==> src/rtl/flash_cmd_sequencer.sv <==
// JEDEC command-cycle sequencer for the paired x8 Kickstart flash: issues the unlock/command
// writes, then polls the DQ6 toggle bit (with DQ5 fail confirm and timeout) until the chip is done.
module flash_cmd_sequencer #(
    parameter int ADDR_W    = 19,
    parameter int SETUP_CYC = 1,
    parameter int WE_CYC    = 2,
    parameter int HOLD_CYC  = 1,
    parameter int RD_CYC    = 2,
    parameter int TIMEOUT_W = 24
) (
    input  logic              CLK,
    input  logic              RESET_n,
    input  logic              CMD_VALID,
    output logic              CMD_READY,
    input  logic [1:0]        CMD_OP,
    input  logic [ADDR_W-1:0] CMD_ADDR,
    input  logic [15:0]       CMD_DATA,
    output logic              BUSY,
    output logic              DONE,
    output logic              ERROR,
    output logic [ADDR_W-1:0] FLASH_ADDR,
    output logic [15:0]       FLASH_DQ_OUT,
    output logic              FLASH_DQ_OE,
    input  logic [15:0]       FLASH_DQ_IN,
    output logic [1:0]        FLASH_WR_n,
    output logic [1:0]        FLASH_RD_n
);
    localparam logic [1:0] OP_PROG  = 2'b00;
    localparam logic [1:0] OP_SECT  = 2'b01;
    localparam logic [1:0] OP_RESET = 2'b11;
    localparam logic [3:0] SETUP_L  = 4'(SETUP_CYC - 1);
    localparam logic [3:0] WE_L     = 4'(WE_CYC - 1);
    localparam logic [3:0] HOLD_L   = 4'(HOLD_CYC - 1);
    localparam logic [3:0] RD_L     = 4'(RD_CYC - 1);

    typedef enum logic [2:0] {
        S_IDLE, S_WSETUP, S_WPULSE, S_WHOLD, S_POLL_RD, S_POLL_GAP, S_RECOVER, S_DONE
    } state_t;

    state_t                r_state, w_next;
    logic [1:0]            r_op;
    logic [ADDR_W-1:0]     r_addr;
    logic [15:0]           r_data;
    logic [2:0]            r_step;
    logic [3:0]            r_cnt;
    logic [TIMEOUT_W-1:0]  r_tmo;
    logic [1:0]            r_prev;
    logic                  r_first, r_confirm, r_tog, r_fail, r_rec, r_err;

    logic [2:0]            w_last_step;
    logic                  w_wr_last;
    logic [ADDR_W-1:0]     w_wr_addr;
    logic [15:0]           w_wr_data;
    logic [1:0]            w_tog;
    logic                  w_fail;
    logic [TIMEOUT_W-1:0]  w_tmo_inc;
    logic                  w_tmo_hit;
    logic                  w_unused_dq;

    // Command table; recovery and read/reset both issue the (0,F0F0) reset write.
    always_comb begin
        w_last_step = 3'd5;
        if (r_op == OP_PROG)
            w_last_step = 3'd3;
        else if (r_op == OP_RESET)
            w_last_step = 3'd0;
        w_wr_addr = ADDR_W'(16'h5555);
        w_wr_data = 16'hAAAA;
        if (r_rec || r_op == OP_RESET) begin
            w_wr_addr = '0;
            w_wr_data = 16'hF0F0;
        end else begin
            case (r_step)
                3'd0: ;
                3'd1: begin w_wr_addr = ADDR_W'(16'h2AAA); w_wr_data = 16'h5555; end
                3'd2: w_wr_data = (r_op == OP_PROG) ? 16'hA0A0 : 16'h8080;
                3'd3: if (r_op == OP_PROG) begin w_wr_addr = r_addr; w_wr_data = r_data; end
                3'd4: begin w_wr_addr = ADDR_W'(16'h2AAA); w_wr_data = 16'h5555; end
                default: begin
                    if (r_op == OP_SECT) begin
                        w_wr_addr = r_addr;
                        w_wr_data = 16'h3030;
                    end else begin
                        w_wr_data = 16'h1010;
                    end
                end
            endcase
        end
    end

    assign w_wr_last   = r_rec || (r_step == w_last_step);
    // First read has nothing to compare against, so it counts as toggling on both bytes.
    assign w_tog       = r_first ? 2'b11 : {FLASH_DQ_IN[14] ^ r_prev[1], FLASH_DQ_IN[6] ^ r_prev[0]};
    assign w_fail      = (w_tog[1] & FLASH_DQ_IN[13]) | (w_tog[0] & FLASH_DQ_IN[5]);
    assign w_tmo_inc   = r_tmo + TIMEOUT_W'(1);
    assign w_tmo_hit   = &w_tmo_inc;
    assign w_unused_dq = ^{FLASH_DQ_IN[15], FLASH_DQ_IN[12:7], FLASH_DQ_IN[4:0]};

    always_comb begin
        w_next       = r_state;
        CMD_READY    = 1'b0;
        BUSY         = 1'b1;
        DONE         = 1'b0;
        ERROR        = 1'b0;
        FLASH_ADDR   = '0;
        FLASH_DQ_OUT = '0;
        FLASH_DQ_OE  = 1'b0;
        FLASH_WR_n   = 2'b11;
        FLASH_RD_n   = 2'b11;
        case (r_state)
            S_IDLE: begin
                CMD_READY = 1'b1;
                BUSY      = 1'b0;
                if (CMD_VALID) w_next = S_WSETUP;
            end
            S_WSETUP, S_WPULSE, S_WHOLD: begin
                FLASH_ADDR   = w_wr_addr;
                FLASH_DQ_OUT = w_wr_data;
                FLASH_DQ_OE  = 1'b1;
                if (r_state == S_WSETUP) begin
                    if (r_cnt == SETUP_L) w_next = S_WPULSE;
                end else if (r_state == S_WPULSE) begin
                    FLASH_WR_n = 2'b00;
                    if (r_cnt == WE_L) w_next = S_WHOLD;
                end else if (r_cnt == HOLD_L) begin
                    if (r_rec || r_op == OP_RESET) w_next = S_DONE;
                    else if (w_wr_last)            w_next = S_POLL_RD;
                    else                           w_next = S_WSETUP;
                end
            end
            S_POLL_RD: begin
                FLASH_ADDR = r_addr;
                FLASH_RD_n = 2'b00;
                if (w_tmo_hit)          w_next = S_RECOVER;
                else if (r_cnt == RD_L) w_next = S_POLL_GAP;
            end
            S_POLL_GAP: begin
                FLASH_ADDR = r_addr;
                if (w_tmo_hit)      w_next = S_RECOVER;
                else if (!r_tog)    w_next = S_DONE;
                else if (r_confirm) w_next = S_RECOVER;
                else                w_next = S_POLL_RD;
            end
            S_RECOVER: w_next = S_WSETUP;
            S_DONE: begin
                DONE   = 1'b1;
                ERROR  = r_err;
                w_next = S_IDLE;
            end
            default: w_next = S_IDLE;
        endcase
    end

    always_ff @(posedge CLK or negedge RESET_n) begin
        if (!RESET_n) begin
            r_state   <= S_IDLE;
            r_op      <= '0;
            r_addr    <= '0;
            r_data    <= '0;
            r_step    <= '0;
            r_cnt     <= '0;
            r_tmo     <= '0;
            r_prev    <= '0;
            r_first   <= 1'b0;
            r_confirm <= 1'b0;
            r_tog     <= 1'b0;
            r_fail    <= 1'b0;
            r_rec     <= 1'b0;
            r_err     <= 1'b0;
        end else begin
            r_state <= w_next;
            r_cnt   <= (w_next != r_state) ? 4'd0 : r_cnt + 4'd1;
            case (r_state)
                S_IDLE: if (CMD_VALID) begin
                    r_op      <= CMD_OP;
                    r_addr    <= CMD_ADDR;
                    r_data    <= CMD_DATA;
                    r_step    <= '0;
                    r_tmo     <= '0;
                    r_first   <= 1'b1;
                    r_confirm <= 1'b0;
                    r_rec     <= 1'b0;
                    r_err     <= 1'b0;
                end
                S_WHOLD: if (r_cnt == HOLD_L && !w_wr_last) r_step <= r_step + 3'd1;
                S_POLL_RD: begin
                    r_tmo <= w_tmo_inc;
                    if (r_cnt == RD_L) begin
                        r_prev  <= {FLASH_DQ_IN[14], FLASH_DQ_IN[6]};
                        r_first <= 1'b0;
                        r_tog   <= |w_tog;
                        r_fail  <= w_fail;
                    end
                end
                S_POLL_GAP: begin
                    r_tmo <= w_tmo_inc;
                    if (r_tog && r_fail) r_confirm <= 1'b1;
                end
                S_RECOVER: begin
                    r_rec <= 1'b1;
                    r_err <= 1'b1;
                end
                default: ;
            endcase
        end
    end
endmodule

==> config.mk <==
export PLATFORM = sky130hd
export DESIGN_NAME = flash_cmd_sequencer
export DESIGN_NICKNAME = d
export VERILOG_FILES = /design/src/rtl/flash_cmd_sequencer.sv
export SDC_FILE = /design/constraint.sdc
export NUM_CORES = 1
export LEC_CHECK = 0
export CORE_AREA = 2 2 110 90
export DETAILED_ROUTE_END_ITERATION = 7
export DIE_AREA = 0 0 112 92
export PLACE_DENSITY = 0.79
export SLEW_MARGIN = 20
export SYNTH_ARGS = -nofsm -noshare
export SYNTH_HDL_FRONTEND = slang
export SYNTH_SLANG_ARGS = --single-unit
==> constraint.sdc <==
create_clock -name CLK -period 2.8 [get_ports CLK]
set_input_delay 0.42 -clock CLK [delete_from_list [all_inputs] [get_ports CLK]]
set_output_delay 0.42 -clock CLK [all_outputs]
set_load 0.005 [all_outputs]
==> metrics.cfg, run 1 <==
[sta]
tightest_slew_ns=0.806
setup_ws_ns=-0.0191
fin_crit_ns=2.82
hold_slack_ns=0.473
drv_slew=0
fmax_mhz=355
finalHoldViolCount=0
tns_ns=-0.0348
skew_ns=0.00716
setup_viol=2
period_share=1.01
rsz0062_at_grt=true
relSlewSlack=0.462

[routing]
via_count=4659
drcViolationCount=0
wire_per_inst_um=16.2
drtPass1Iterations=5
drt-initial-drc-count=421
wl_um=13100
vias_per_cell=5.76
final_antenna_net_count=0

[synth]
ys_seq_area_frac=0.425
yosysTopAreaCell=dfrtp_1
synth-async-reset-ratio=1.00
ys_top_cells_by_area=dfrtp_1, nand2_1, o21ai_0, a21oi_1, ha_1
synth_top_cell_area_share=0.425
synth_cell_types=54
ys_seq_elements=78
synth_fp_nets=635
syn_area_sq_mm=0.00459
synthFlopType=dfrtp_1
synth_edf_count=0
yosys_warnings=0
avgSynthCellArea_sq_um=8.11
synth_cells=566

[die]
die_h_um=92
start_util=0.490
rows=32
boundaryPins=100
die_area_sq_mm=0.0103
core-area_sq_mm=0.00937
die_w_um=112

[critical_path]
startpoint=r_step[1]$_DFFE_PN0P_
cp-start-kind=flop
rr_startpoint=r_tmo[0]$_DFFE_PN0P_
cp_max_fo=4
timing.rr.end=r_cnt[1]$_DFF_PN0_
crit_type=reg -> out
arrival_ns=2.40
required_ns=2.38
r2r_cells=8
crit_path_end_kind=output pin
reg2reg_setup_slack_ns=0.02

[placed_design]
place_ws_ns=-0.0255
place_congestion=0.896
io_buffer_count=87
post_dp_cell_area_sq_mm=0.00576
dp.cells=779
hpwl_um=8710

[global_route]
grt_max_degree=79
grt_pass1_vias=4357
overflow=0
grt_pass1_wl_um=20800
grt_util_all_layers=0.248
antenna_found_initial=0

[min_path]
worstHoldStart=r_data[1]$_DFFE_PN0P_
holdPathEnd=r_data[1]$_DFFE_PN0P_
holdPathStages=2
hold_path.class=reg -> reg

[layout]
multi_input_area_sq_mm=0.00259
syn_to_final_growth_pct=36.7
layout_common_cells=nand2_1, dfrtp_1, clkdlybuf4s50_1, o21ai_0, buf_4
final_common_cell=nand2_1
layoutNonFillerInstCount=809
diodes=0
finalInstanceArea_sq_mm=0.00628
seq_area_sq_mm=0.00195
fin_nets=755
nFillCells=767
drive_gt1_frac=0.178

[clock_network]
h-tree-depth=3
cts_sinks=78
cts_root_buf=clkbuf_16
clockBufferDepth=2
clk_latency_ns=0.34
cts-buffers-inserted=9
clkTransAtPathRegs_ns=0.06
cts_tree=built

[pwr]
irDropWorstVdd_mv=0.650
power.density_mw_per_mm2=1070
power_leakage_nw=2.95

[outcome]
violations=negative setup slack
status=complete, but fails checks

[run]
cap_violations=0

-- worst max-delay path by stage --
stage / endpoint / slack, ns
4_1_cts: FLASH_ADDR[14] / -0.08
5_1_grt: FLASH_ADDR[10] / -0.12
2_1_floorplan: r_cnt[0]$_DFF_PN0_ / 0.21
3_3_place_gp: FLASH_ADDR[13] / -0.02
3_5_place_dp: FLASH_ADDR[16] / -0.03
6_report: FLASH_ADDR[10] / -0.02
-- Yosys cell counts (5+ instances only) --
cell / n
a21o_1: 7
a21oi_1: 34
a31oi_1: 6
and2_1: 9
buf_4: 6
clkbuf_1: 18
dfrtp_1: 78
ha_1: 13
inv_1: 16
mux2i_1: 5
nand2_1: 150
nand3_1: 26
nor2_1: 40
nor3_1: 7
o21a_1: 12
o21ai_0: 48
o31ai_1: 9
o41ai_1: 5
xnor2_1: 10
-- report_power, final --
group	total, mW	internal (mW)	switching, mW
logic	3.83	1.92	1.91
clock network	1.09	0.644	0.444
registers	1.79	1.51	0.282
total	6.71	4.07	2.64
-- area by class of cell --
class / count / area share
Tap cell: 119 / 0.0237
Clock inverter: 1 / 0.000797
Inverter: 17 / 0.0102
Timing Repair Buffer: 139 / 0.199
Sequential cell: 78 / 0.311
Clock buffer: 14 / 0.0420
Multi-Input combinational cell: 441 / 0.413
-- timing repair --
item	CTS	global route
hold buffers	0	1
gates cloned	1	0
hold endpoints to repair	0	19
gates resized for setup	60	54
setup endpoints to repair	27	31
setup buffers	8	6
pin swaps	5	13
-- registers in the layout, indices dropped and copies added, names as in the netlist --
register / count
r_tog: 1
r_data: 16
r_confirm: 1
r_addr: 19
r_op: 2
r_step: 3
r_fail: 1
r_tmo: 24
r_cnt: 4
r_prev: 2
r_state: 3
r_first: 1
r_err: 1
-- metrics by stage --
stage / util / power [mW]
after global placement: 0.615 / 5.13
after global routing: 0.670 / 7.16
after CTS: 0.653 / 6.40
final: 0.670 / 6.71
after floorplan: - / 3.52
after detailed placement: 0.615 / 5.24
-- layer usage --
layer | track usage | vias to the layer above | part of all wire
met5 | 0 | - | 0
met4 | 0.0874 | 0 | 0.021
met3 | 0.0562 | 31 | 0.060
met2 | 0.389 | 189 | 0.48
met1 | 0.341 | 2256 | 0.43
li1 | - | 2183 | -
-- logic make-up after synthesis --
group                      Yosys count  share of synthesized area
and+or+nand+nor                    268                      0.268
DFF                                 78                      0.425
buffers and inverters               47                     0.0439
AOI/OAI and AO/OA                  138                      0.183
muxes                                8                     0.0183
adders and majority gates           13                     0.0354
xor gates and xnor gates            14                     0.0267
-- worst max-delay path: stages, from the launching register on --
cell	delay (ns)
dfrtp_1	0.40
inv_2	0.09
ha_4	0.17
mux2_4	0.30
buf_6	0.13
nor2_2	0.08
nor2_1	0.05
nor2_1	0.10
nor2_1	0.04
nor2_1	0.13
buf_4	0.16
buf_6	0.09
buf_4	0.11
o21a_1	0.10
clkbuf_2	0.10
(Power assumes the default switching activity.)
==> run 2, diff against run 1 <==
Settings changed: ABC_AREA from default to 0.
==> results of run 2 <==
The final DEF is identical to that of run 1; final timing and power are the same.
==> run 3, diff against run 2 <==
Settings changed: CAP_MARGIN from default to 20, CORE_AREA 2 2 110 90 to 2 2 108 89, CTS_BUF_LIST from default to sky130_fd_sc_hd__clkbuf_4 sky130_fd_sc_hd__clkbuf_8, DIE_AREA 0 0 112 92 to 0 0 110 91, PLACE_DENSITY 0.79 to 0.81.
==> metrics.cfg, run 3 (synthesis gave the netlist of run 1 again) <==
[sta]
drv_slew=0
finalHoldViolCount=0
fin_crit_ns=2.85
setup_viol=6
hold_slack_ns=0.477
relSlewSlack=0.457
skew_ns=0.00818
rsz0062_at_grt=true
setup_ws_ns=-0.0458
fmax_mhz=351
period_share=1.02
tightest_slew_ns=0.813

[critical_path]
required_ns=2.38
cpLargestDelayFamily=buffers and inverters
slowest_stage=dfrtp_1
max_stage_delay_ns=0.44
crit_type=reg -> out
arrival_ns=2.43
critPathBufInv=6
cp_cell_sequence=inv_2, ha_2, mux2_4, buf_6, nor2_2, nor2_1, nor2_1, nor2_1, nor2_1, buf_4, buf_6, buf_4, o21a_1, buf_2
crit_path_end_kind=output pin
cp-start-kind=flop
critPathMostFrequentCell=nor2_1
cp_max_fo=3

[layout]
seq_area_sq_mm=0.00196
syn_to_final_growth_pct=33.9
largest_register_ffs=24
layoutNonFillerInstCount=805
regMostFlops=r_tmo
fin_nets=755
nFillCells=681
biggestRegsByFlops=r_tmo: 24 flops, r_addr: 19 flops, r_data: 16 flops
drive_gt1_frac=0.196
layout_common_cells=nand2_1, dfrtp_1, clkdlybuf4s50_1, o21ai_0, buf_4
multi_input_area_sq_mm=0.00257
final_common_cell=nand2_1
diodes=0

[clock_network]
cts_tree=built
clockBufferDepth=2
cts-buffers-inserted=9
clk_latency_ns=0.37
h-tree-depth=3
cts_root_buf=clkbuf_8
clkTransAtPathRegs_ns=0.08
cts_sinks=78

[outcome]
status=complete, but fails checks
violations=negative setup slack

[global_route]
grt_util_all_layers=0.265
grt_max_degree=79
grt_pass1_wl_um=20900
overflow=0
grt_pass1_vias=4297
antenna_found_initial=0

[routing]
wire_per_inst_um=16.1
vias_per_cell=5.78
wl_um=13000
via_count=4650
final_antenna_net_count=0
drcViolationCount=0
drt-initial-drc-count=296
drtPass1Iterations=5

[die]
boundaryPins=100
die_h_um=91
start_util=0.517
die_area_sq_mm=0.0100
core-area_sq_mm=0.00888
die_w_um=110
rows=31

[run]
cap_violations=0

[pwr]
irDropWorstVdd_mv=0.653
power.density_mw_per_mm2=1040
power_leakage_nw=2.85

[placed_design]
place_congestion=0.908
hpwl_um=8670
place_ws_ns=0.000693
dp.cells=774
io_buffer_count=87

[min_path]
hold_path.class=reg -> reg

run 3: final timing paths:
path	start	end	slack (ns)	cells after the start
max	r_step[1]$_DFFE_PN0P_	FLASH_ADDR[12]	-0.05	14
min	r_addr[18]$_DFFE_PN0P_	r_addr[18]$_DFFE_PN0P_	0.48	2
max reg2reg	r_cnt[0]$_DFF_PN0_	r_cnt[0]$_DFF_PN0_	0.10	9
min reg2reg	r_addr[18]$_DFFE_PN0P_	r_addr[18]$_DFFE_PN0P_	0.48	2
max in group asynchronous	RESET_n	r_tmo[8]$_DFFE_PN0P_	1.67	3
min in group asynchronous	RESET_n	r_cnt[0]$_DFF_PN0_	0.53	2
run 3: layout make-up:
class / count / area share
clock buffer: 12 / 0.0258
tap: 115 / 0.0234
sequential: 78 / 0.318
multi-input combinational: 441 / 0.419
timing repair buffer: 139 / 0.200
inverter: 17 / 0.0104
clock inverter: 3 / 0.00326
run 3: what timing repair did:
item                                   CTS  global route
setup endpoints to repair               27            37
gates cloned                             1             0
setup buffers                            8             6
gates resized for setup                 55            69
hold buffers                             0             1
pin swaps                                2            17
endpoints found under the hold margin    0             1
run 3: per-stage QoR:
| step | setup TNS, ns | cell area (sq um) | utilization | power, mW |
|---|---|---|---|---|
| floorplan | 0 | 4590 | - | 3.52 |
| global placement | 0 | 5740 | 0.646 | 5.13 |
| detailed placement | 0 | 5740 | 0.646 | 5.24 |
| CTS | -0.503 | 6010 | 0.676 | 6.12 |
| global route | -1.09 | 6150 | 0.692 | 6.79 |
| finish | -0.197 | 6150 | 0.692 | 6.37 |
run 3: report_power, final:
group          switching [mW]  internal (mW)
Combinational            1.90           1.87
Clock                   0.429          0.374
Sequential              0.287           1.50
run 3: per-layer routing:
layer / GRT usage / share of wire / vias to the layer above
met5: 0 / 0 / -
li1: - / - / 2190
met3: 0.0682 / 0.071 / 18
met1: 0.366 / 0.43 / 2263
met2: 0.405 / 0.48 / 179
met4: 0.0823 / 0.014 / 0
run 3: worst register-to-register path, cell delays in order (launching register included):
cell	delay, ns
dfrtp_1	0.44
inv_1	0.10
ha_1	0.19
or3b_1	0.42
or2_2	0.33
o311ai_2	0.30
o211ai_1	0.16
o21a_1	0.14
o31a_1	0.17
o41ai_2	0.34
